File: config.mk
export PLATFORM = sky130hd
export DESIGN_NAME = bpsk_frame_ctrl
export DESIGN_NICKNAME = d
export VERILOG_FILES = /design/src/rtl/bpsk_ctrl_pkg.sv /design/src/rtl/bpsk_sym_timer.sv /design/src/rtl/bpsk_frame_ctrl.sv
export SDC_FILE = /design/constraint.sdc
export NUM_CORES = 1
export LEC_CHECK = 0
export BUFFER_PORTS_ARGS = -buffer_cell sky130_fd_sc_hd__buf_2
export CORE_ASPECT_RATIO = 0.5
export CORE_MARGIN = 2
export CORE_UTILIZATION = 55
export DETAILED_ROUTE_END_ITERATION = 6
export GPL_ROUTABILITY_DRIVEN = 0
export PLACE_DENSITY = 0.75
export SLEW_MARGIN = 10
export SYNTH_ARGS = -nofsm -noshare
export SYNTH_HDL_FRONTEND = slang
export SYNTH_SLANG_ARGS = --single-unit
export TNS_END_PERCENT = 100
File: constraint.sdc
create_clock -name clk -period 4.7 [get_ports clk]
set_input_delay 0.705 -clock clk [delete_from_list [all_inputs] [get_ports clk]]
set_output_delay 0.705 -clock clk [all_outputs]
set_load 0.02 [all_outputs]
File: src/rtl/bpsk_ctrl_pkg.sv
// Shared types and helpers for the BPSK frame sequencer.
package bpsk_ctrl_pkg;

    typedef enum logic [2:0] {
        StIdle,
        StPreamble,
        StSync,
        StPayload,
        StGuard
    } state_e;

    localparam logic [6:0] SYNC_WORD_DEFAULT = 7'b1010110;

    // Preamble alternates 1,0,1,0... starting with 1 on symbol 0.
    function automatic logic preamble_bit(input int unsigned k);
        return (k % 2) == 0;
    endfunction

    function automatic int unsigned clog2(input int unsigned v);
        int unsigned w = 1;
        while ((32'd1 << w) < v) w++;
        return w;
    endfunction

endpackage

File: src/rtl/bpsk_sym_timer.sv
// Symbol timer: counts 0..N-1 on CE cycles and flags the last clock of each symbol.
module bpsk_sym_timer import bpsk_ctrl_pkg::*; #(
    parameter int unsigned N = 8
) (
    input  logic clk,
    input  logic reset,
    input  logic CE,
    input  logic run,
    input  logic clear,
    output logic sym_strobe
);

    localparam int unsigned CW = clog2(N);
    localparam logic [CW-1:0] LAST = CW'(N - 1);

    logic [CW-1:0] cnt_q;
    logic          last;

    assign last       = (cnt_q == LAST);
    assign sym_strobe = CE & run & last;

    always_ff @(posedge clk) begin
        if (reset || clear) begin
            cnt_q <= '0;
        end else if (CE && run) begin
            cnt_q <= last ? '0 : cnt_q + 1'b1;
        end
    end

endmodule

File: src/rtl/bpsk_frame_ctrl.sv
// BPSK frame sequencer: preamble, sync word, payload bytes (MSB first), guard.
// Define BPSK_DIFF_EN to differentially encode the sync and payload symbols.
module bpsk_frame_ctrl import bpsk_ctrl_pkg::*; #(
    parameter int unsigned N            = 8,
    parameter int unsigned PREAMBLE_LEN = 16,
    parameter logic [6:0]  SYNC_WORD    = SYNC_WORD_DEFAULT,
    parameter int unsigned GUARD_LEN    = 4,
    parameter int unsigned LEN_W        = 8
) (
    input  logic             clk,
    input  logic             reset,
    input  logic             CE,
    input  logic             start,
    input  logic [LEN_W-1:0] frame_len,
    input  logic [7:0]       data_in,
    input  logic             data_valid,
    output logic             data_ready,
    output logic             tx_enb,
    output logic             sg_mod,
    output logic             sym_strobe,
    output logic             busy,
    output logic             done,
    output logic             underrun
);

    localparam int unsigned IDX_W = clog2(PREAMBLE_LEN + GUARD_LEN + 8);
    localparam logic [IDX_W-1:0] PRE_LAST   = IDX_W'(PREAMBLE_LEN - 1);
    localparam logic [IDX_W-1:0] SYNC_LAST  = IDX_W'(6);
    localparam logic [IDX_W-1:0] BYTE_LAST  = IDX_W'(7);
    localparam logic [IDX_W-1:0] GUARD_LAST = IDX_W'(GUARD_LEN - 1);

    state_e             state_q, state_d;
    logic [IDX_W-1:0]   idx_q, idx_d;
    logic [LEN_W-1:0]   bytes_q, bytes_d;
    logic [7:0]         shift_q, shift_d;
    logic [7:0]         hold_q, hold_d;
    logic               hold_full_q, hold_full_d;
    logic               underrun_q, underrun_d;
    logic               done_q, done_d;
    logic               sg_q, sg_d;
    logic               strobe, timer_run, timer_clear;
    logic               accept, avail, boundary, start_ok, raw_bit, sending;
    logic [7:0]         next_byte;

    assign timer_run   = (state_q != StIdle);
    assign timer_clear = (state_q == StIdle);

    bpsk_sym_timer #(.N(N)) u_sym_timer (
        .clk        (clk),
        .reset      (reset),
        .CE         (CE),
        .run        (timer_run),
        .clear      (timer_clear),
        .sym_strobe (strobe)
    );

    assign sending    = (state_q == StPreamble) || (state_q == StSync) || (state_q == StPayload);
    assign data_ready = sending & ~hold_full_q;
    assign accept     = data_valid & data_ready;
    assign avail      = hold_full_q | accept;
    assign next_byte  = hold_full_q ? hold_q : data_in;
    assign start_ok   = (state_q == StIdle) & CE & start & (frame_len != '0);

    always_comb begin
        state_d     = state_q;
        idx_d       = idx_q;
        bytes_d     = bytes_q;
        shift_d     = shift_q;
        hold_d      = hold_q;
        hold_full_d = hold_full_q;
        underrun_d  = underrun_q;
        done_d      = 1'b0;
        sg_d        = sg_q;
        boundary    = 1'b0;
        raw_bit     = 1'b0;

        if (accept) begin
            hold_d      = data_in;
            hold_full_d = 1'b1;
        end

        case (state_q)
            StIdle: begin
                if (start_ok) begin
                    state_d    = StPreamble;
                    idx_d      = '0;
                    bytes_d    = frame_len;
                    underrun_d = 1'b0;
                end
            end
            StPreamble: begin
                if (strobe) begin
                    if (idx_q == PRE_LAST) begin
                        state_d = StSync;
                        idx_d   = '0;
                    end else begin
                        idx_d = idx_q + 1'b1;
                    end
                end
            end
            StSync: begin
                if (strobe) begin
                    if (idx_q == SYNC_LAST) boundary = 1'b1;
                    else                    idx_d    = idx_q + 1'b1;
                end
            end
            StPayload: begin
                if (strobe) begin
                    if (idx_q != BYTE_LAST) begin
                        idx_d = idx_q + 1'b1;
                    end else if (bytes_q == '0) begin
                        state_d = StGuard;
                        idx_d   = '0;
                    end else begin
                        boundary = 1'b1;
                    end
                end
            end
            StGuard: begin
                if (strobe) begin
                    if (idx_q == GUARD_LAST) begin
                        state_d     = StIdle;
                        idx_d       = '0;
                        done_d      = 1'b1;
                        hold_full_d = 1'b0;
                    end else begin
                        idx_d = idx_q + 1'b1;
                    end
                end
            end
            default: state_d = StIdle;
        endcase

        // A byte landing on the boundary edge goes straight to the shifter.
        if (boundary) begin
            idx_d = '0;
            if (avail) begin
                state_d     = StPayload;
                shift_d     = next_byte;
                hold_full_d = 1'b0;
                bytes_d     = bytes_q - 1'b1;
            end else begin
                state_d    = StGuard;
                underrun_d = 1'b1;
            end
        end

        case (state_d)
            StPreamble: raw_bit = preamble_bit(32'(idx_d));
            StSync:     raw_bit = SYNC_WORD[3'd6 - idx_d[2:0]];
            StPayload:  raw_bit = shift_d[3'd7 - idx_d[2:0]];
            default:    raw_bit = 1'b0;
        endcase

        if (strobe || start_ok) begin
`ifdef BPSK_DIFF_EN
            if (state_d == StSync || state_d == StPayload) begin
                sg_d = ((state_q == StPreamble) ? 1'b0 : sg_q) ^ raw_bit;
            end else begin
                sg_d = raw_bit;
            end
`else
            sg_d = raw_bit;
`endif
        end
    end

    always_ff @(posedge clk) begin
        if (reset) begin
            state_q     <= StIdle;
            idx_q       <= '0;
            bytes_q     <= '0;
            shift_q     <= '0;
            hold_q      <= '0;
            hold_full_q <= 1'b0;
            underrun_q  <= 1'b0;
            done_q      <= 1'b0;
            sg_q        <= 1'b0;
        end else begin
            state_q     <= state_d;
            idx_q       <= idx_d;
            bytes_q     <= bytes_d;
            shift_q     <= shift_d;
            hold_q      <= hold_d;
            hold_full_q <= hold_full_d;
            underrun_q  <= underrun_d;
            done_q      <= done_d;
            sg_q        <= sg_d;
        end
    end

    assign busy       = (state_q != StIdle);
    assign tx_enb     = sending;
    assign sg_mod     = sg_q;
    assign sym_strobe = strobe;
    assign done       = done_q;
    assign underrun   = underrun_q;

endmodule

==> flow_summary.yaml <==
routing:
  wirelength_um: 5676
  dr_total_vias: 2306
  vias_per_cell: 6.318
  wl_per_cell_um: 15.55
  drt_iter0_drc: 192
  drc: 0
  ant_nets: 0
  dr.pass1.iters: 5
setup_path:
  r2r-start: "idx_q[1]"
  r2r_end: "sg_mod"
  startpoint_type: "flip-flop"
  cp_max_fo: 18
  critPathCaptureType: "flip-flop"
  worstSetupPathType: "reg2reg"
  ff2ff_setup_slack_ns: 1.56
  worstPathArrival_ns: 3.37
  ff2ff_path_depth: 9
  cp_data_required_time_ns: 4.93
worst_hold_path:
  hold_path.class: "reg2reg"
  worstHoldEndpoint: "underrun"
  min_path_cells: 2
  hp-start: "underrun"
sta:
  tns_ns: 0
  setup_viol: 0
  fmax_mhz: 318.4
  tightestPinTransition_ns: 1.094
  hold_viol_final: 0
  max_slew_margin_pct: 26.65
  min_period_over_period_pct: 66.83
  fin_skew_ns: 0.01010
  grt_setup_unrepaired: "false"
  slew_violations: 0
  fin_crit_ns: 3.141
global_route:
  grt_max_degree: 31
  grt_usage_pct: 23.45
  antenna_found_initial: 0
  grt_pass1_vias: 2109
  globalRoute.totalOverflow: 0
  grt_pass1_wl_um: 9549
placed_design:
  io_buffer_count: 27
  hpwlAfterDp_um: 4194
  place_area_um2: 2527
power_and_ir_drop:
  clockPowerShare_pct: 36.1
  power.switching_mw: 0.1798
  power_frac_seq_pct: 51.9
  netSwitchingFraction_pct: 26.93
  peakVddDrop_mv: 0.1504
  p_comb_share_pct: 12.0
  leakage_nw: 1.043
  p_int_mw: 0.4880
  power_density_nw_per_um2: 254.3
layout:
  antenna_cells: 0
  postLayoutCellArea_um2: 2626
  fillers: 409
  area_delta_synth_final_pct: 6.819
  drive_gt1_share_pct: 18.83
  nNetsFinal: 335
yosys:
  netlist_area_um2: 2459
  ys_ff_latch: 39
  syn_nets: 318
  async_flop_share_pct: 0
  synth_warnings: 0
  synth_cell_types: 61
  synth.yosys.seq_area_share_pct: 31.76
  ys.flop_type: "dfxtp_1"
  synth_edf_count: 0
  netlist_instances: 290
  syn_area_per_cell_um2: 8.478
floorplan:
  start_util_pct: 56.66
  die_area_um2: 5053
  die_w_um: 98.56
  ioPinCount: 28
  die_y_um: 51.28
  core_area_um2: 4339
  row_count: 17
clock_tree:
  cts_tree: "built"
  insertion_delay_ns: 0.29
  post_cts_resized: 0
  clock-sinks: 39
  cts_setup_buffers: 0
  cts_made_buffers: 5
  cts-htree-levels: 2
  ctsHoldBuffers: 0
  clk_pin_slew_ns: 0.08
  root_buffer: "clkbuf_8"
  clock_path_buffers: 2
outcome:
  status: "finished clean"
job:
  max-cap-violations: 0
-- state kept, by name (all words and copies together) (netlist names) --
register           flops
hold_q                 8
hold_full_q            1
done                   1
idx_q                  5
state_q                3
u_sym_timer.cnt_q      3
shift_q                8
underrun               1
bytes_q                8
sg_mod                 1
-- worst max-delay path, cell delays in order (launching register included) --
cell and delay (ns):
dfxtp_1 0.45, ha_1 0.29, nand4bb_1 0.24, a41oi_2 0.37
a22oi_2 0.13, nor3_2 0.89, a2bb2oi_1 0.24, mux4_1 0.24
mux2i_1 0.07, o2bb2ai_1 0.14
-- final cells by class --
type | count | area (um^2) | share of cell area [%]
flip-flops and latches | 39 | 780.7 | 29.73
inverters | 15 | 56.30 | 2.144
clock inverters | 2 | 16.27 | 0.6193
repair buffers | 27 | 135.1 | 5.145
well taps | 57 | 71.32 | 2.716
clock buffers | 6 | 82.58 | 3.144
multi-input cells | 219 | 1484 | 56.50
-- synthesized netlist by cell type, drive strengths merged (5+ instances only) --
cell type	n	area (um^2)
o21ai	14	70.07
nand3	10	50.05
clkbuf	13	98.85
dfxtp	39	780.8
nor4	6	37.54
a2bb2oi	9	78.83
and2	13	85.08
ha	7	87.58
a31oi	5	31.28
a21oi	21	108.9
nor3	12	76.33
nand2	26	100.1
nor2	28	110.1
o22ai	8	50.05
inv	15	56.30
nor3b	5	37.54
mux2i	7	70.07
-- cell families (layout without fill, tap and decap cells) --
family,count (synthesis),after routing,synth area share [%]
buffers and inverters,32,50,7.888
adders and majority gates,7,7,3.562
xor gates and xnor gates,1,1,0.3563
AOI/OAI and AO/OA,87,87,26.11
and+or+nand+nor,114,114,24.89
muxes,10,10,5.445
DFF,39,39,31.76
-- worst max-delay path by stage --
stage	endpoint	start	slack, ns
after floorplan	sg_mod	CE	2.11
after global placement	sg_mod	CE	1.78
after detailed placement	sg_mod	idx_q[1]	1.64
after CTS	sg_mod	idx_q[1]	1.63
after global routing	sg_mod	idx_q[1]	1.31
final	sg_mod	idx_q[1]	1.56
-- cell usage in the layout (no fill, tap or decap), types with 2 or more instances in the layout --
| master | synthesis | layout |
|---|---|---|
| o22ai_1 | 8 | 8 |
| buf_2 | 1 | 27 |
| clkbuf_8 | 5 | 6 |
| a21oi_1 | 20 | 20 |
| nor3_1 | 10 | 10 |
| inv_1 | 15 | 15 |
| mux4_1 | 2 | 2 |
| a31oi_1 | 5 | 5 |
| a211oi_1 | 4 | 4 |
| nand4bb_1 | 2 | 2 |
| a22oi_2 | 2 | 2 |
| and2_1 | 10 | 10 |
| o31ai_1 | 3 | 3 |
| and2_2 | 3 | 3 |
| o21ai_0 | 14 | 14 |
| a41oi_1 | 2 | 2 |
| nor3b_1 | 5 | 5 |
| nand2_1 | 25 | 25 |
| dfxtp_1 | 39 | 39 |
| a2bb2oi_1 | 9 | 9 |
| or3_1 | 2 | 2 |
| nor2_2 | 2 | 2 |
| and2b_1 | 3 | 3 |
| nor2_1 | 26 | 26 |
| ha_1 | 7 | 7 |
| mux2i_1 | 7 | 7 |
| nand3_1 | 10 | 10 |
| a222oi_1 | 2 | 2 |
| nor4_1 | 6 | 6 |
-- per-layer routing --
layer / vias up / track usage, % / part of all wire (%)
met5: - / 0 / 0
met4: 0 / 9.361 / 1.8
met3: 14 / 6.156 / 8.2
met2: 110 / 37.87 / 44
met1: 1066 / 30.33 / 46
li1: 1116 / - / -
-- power groups by stage --
stage | Combinational, mW | Clock [mW] | Sequential [mW]
floorplan | 0.0586 | 0 | 0.352
global placement | 0.0781 | 0 | 0.354
detailed placement | 0.0791 | 0 | 0.354
CTS | 0.0797 | 0.246 | 0.347
global route | 0.0893 | 0.261 | 0.348
finish | 0.0799 | 0.241 | 0.347
-- stage by stage --
stage | instances | utilization, % | total power, mW | hold WS, ns | setup slack [ns]
4_1_cts | 365 | 60.52 | 0.6722 | 0.4658 | 1.627
6_report | 365 | 60.52 | 0.6679 | 0.4626 | 1.559
3_5_place_dp | 357 | 58.25 | 0.4335 | 0.4506 | 1.639
3_3_place_gp | 357 | 58.25 | 0.4319 | 0.4390 | 1.782
5_1_grt | 365 | 60.52 | 0.6985 | 0.5045 | 1.314
2_1_floorplan | 290 | - | 0.4106 | 0.4453 | 2.112
No activity file was read; power rests on OpenSTA's default activity.
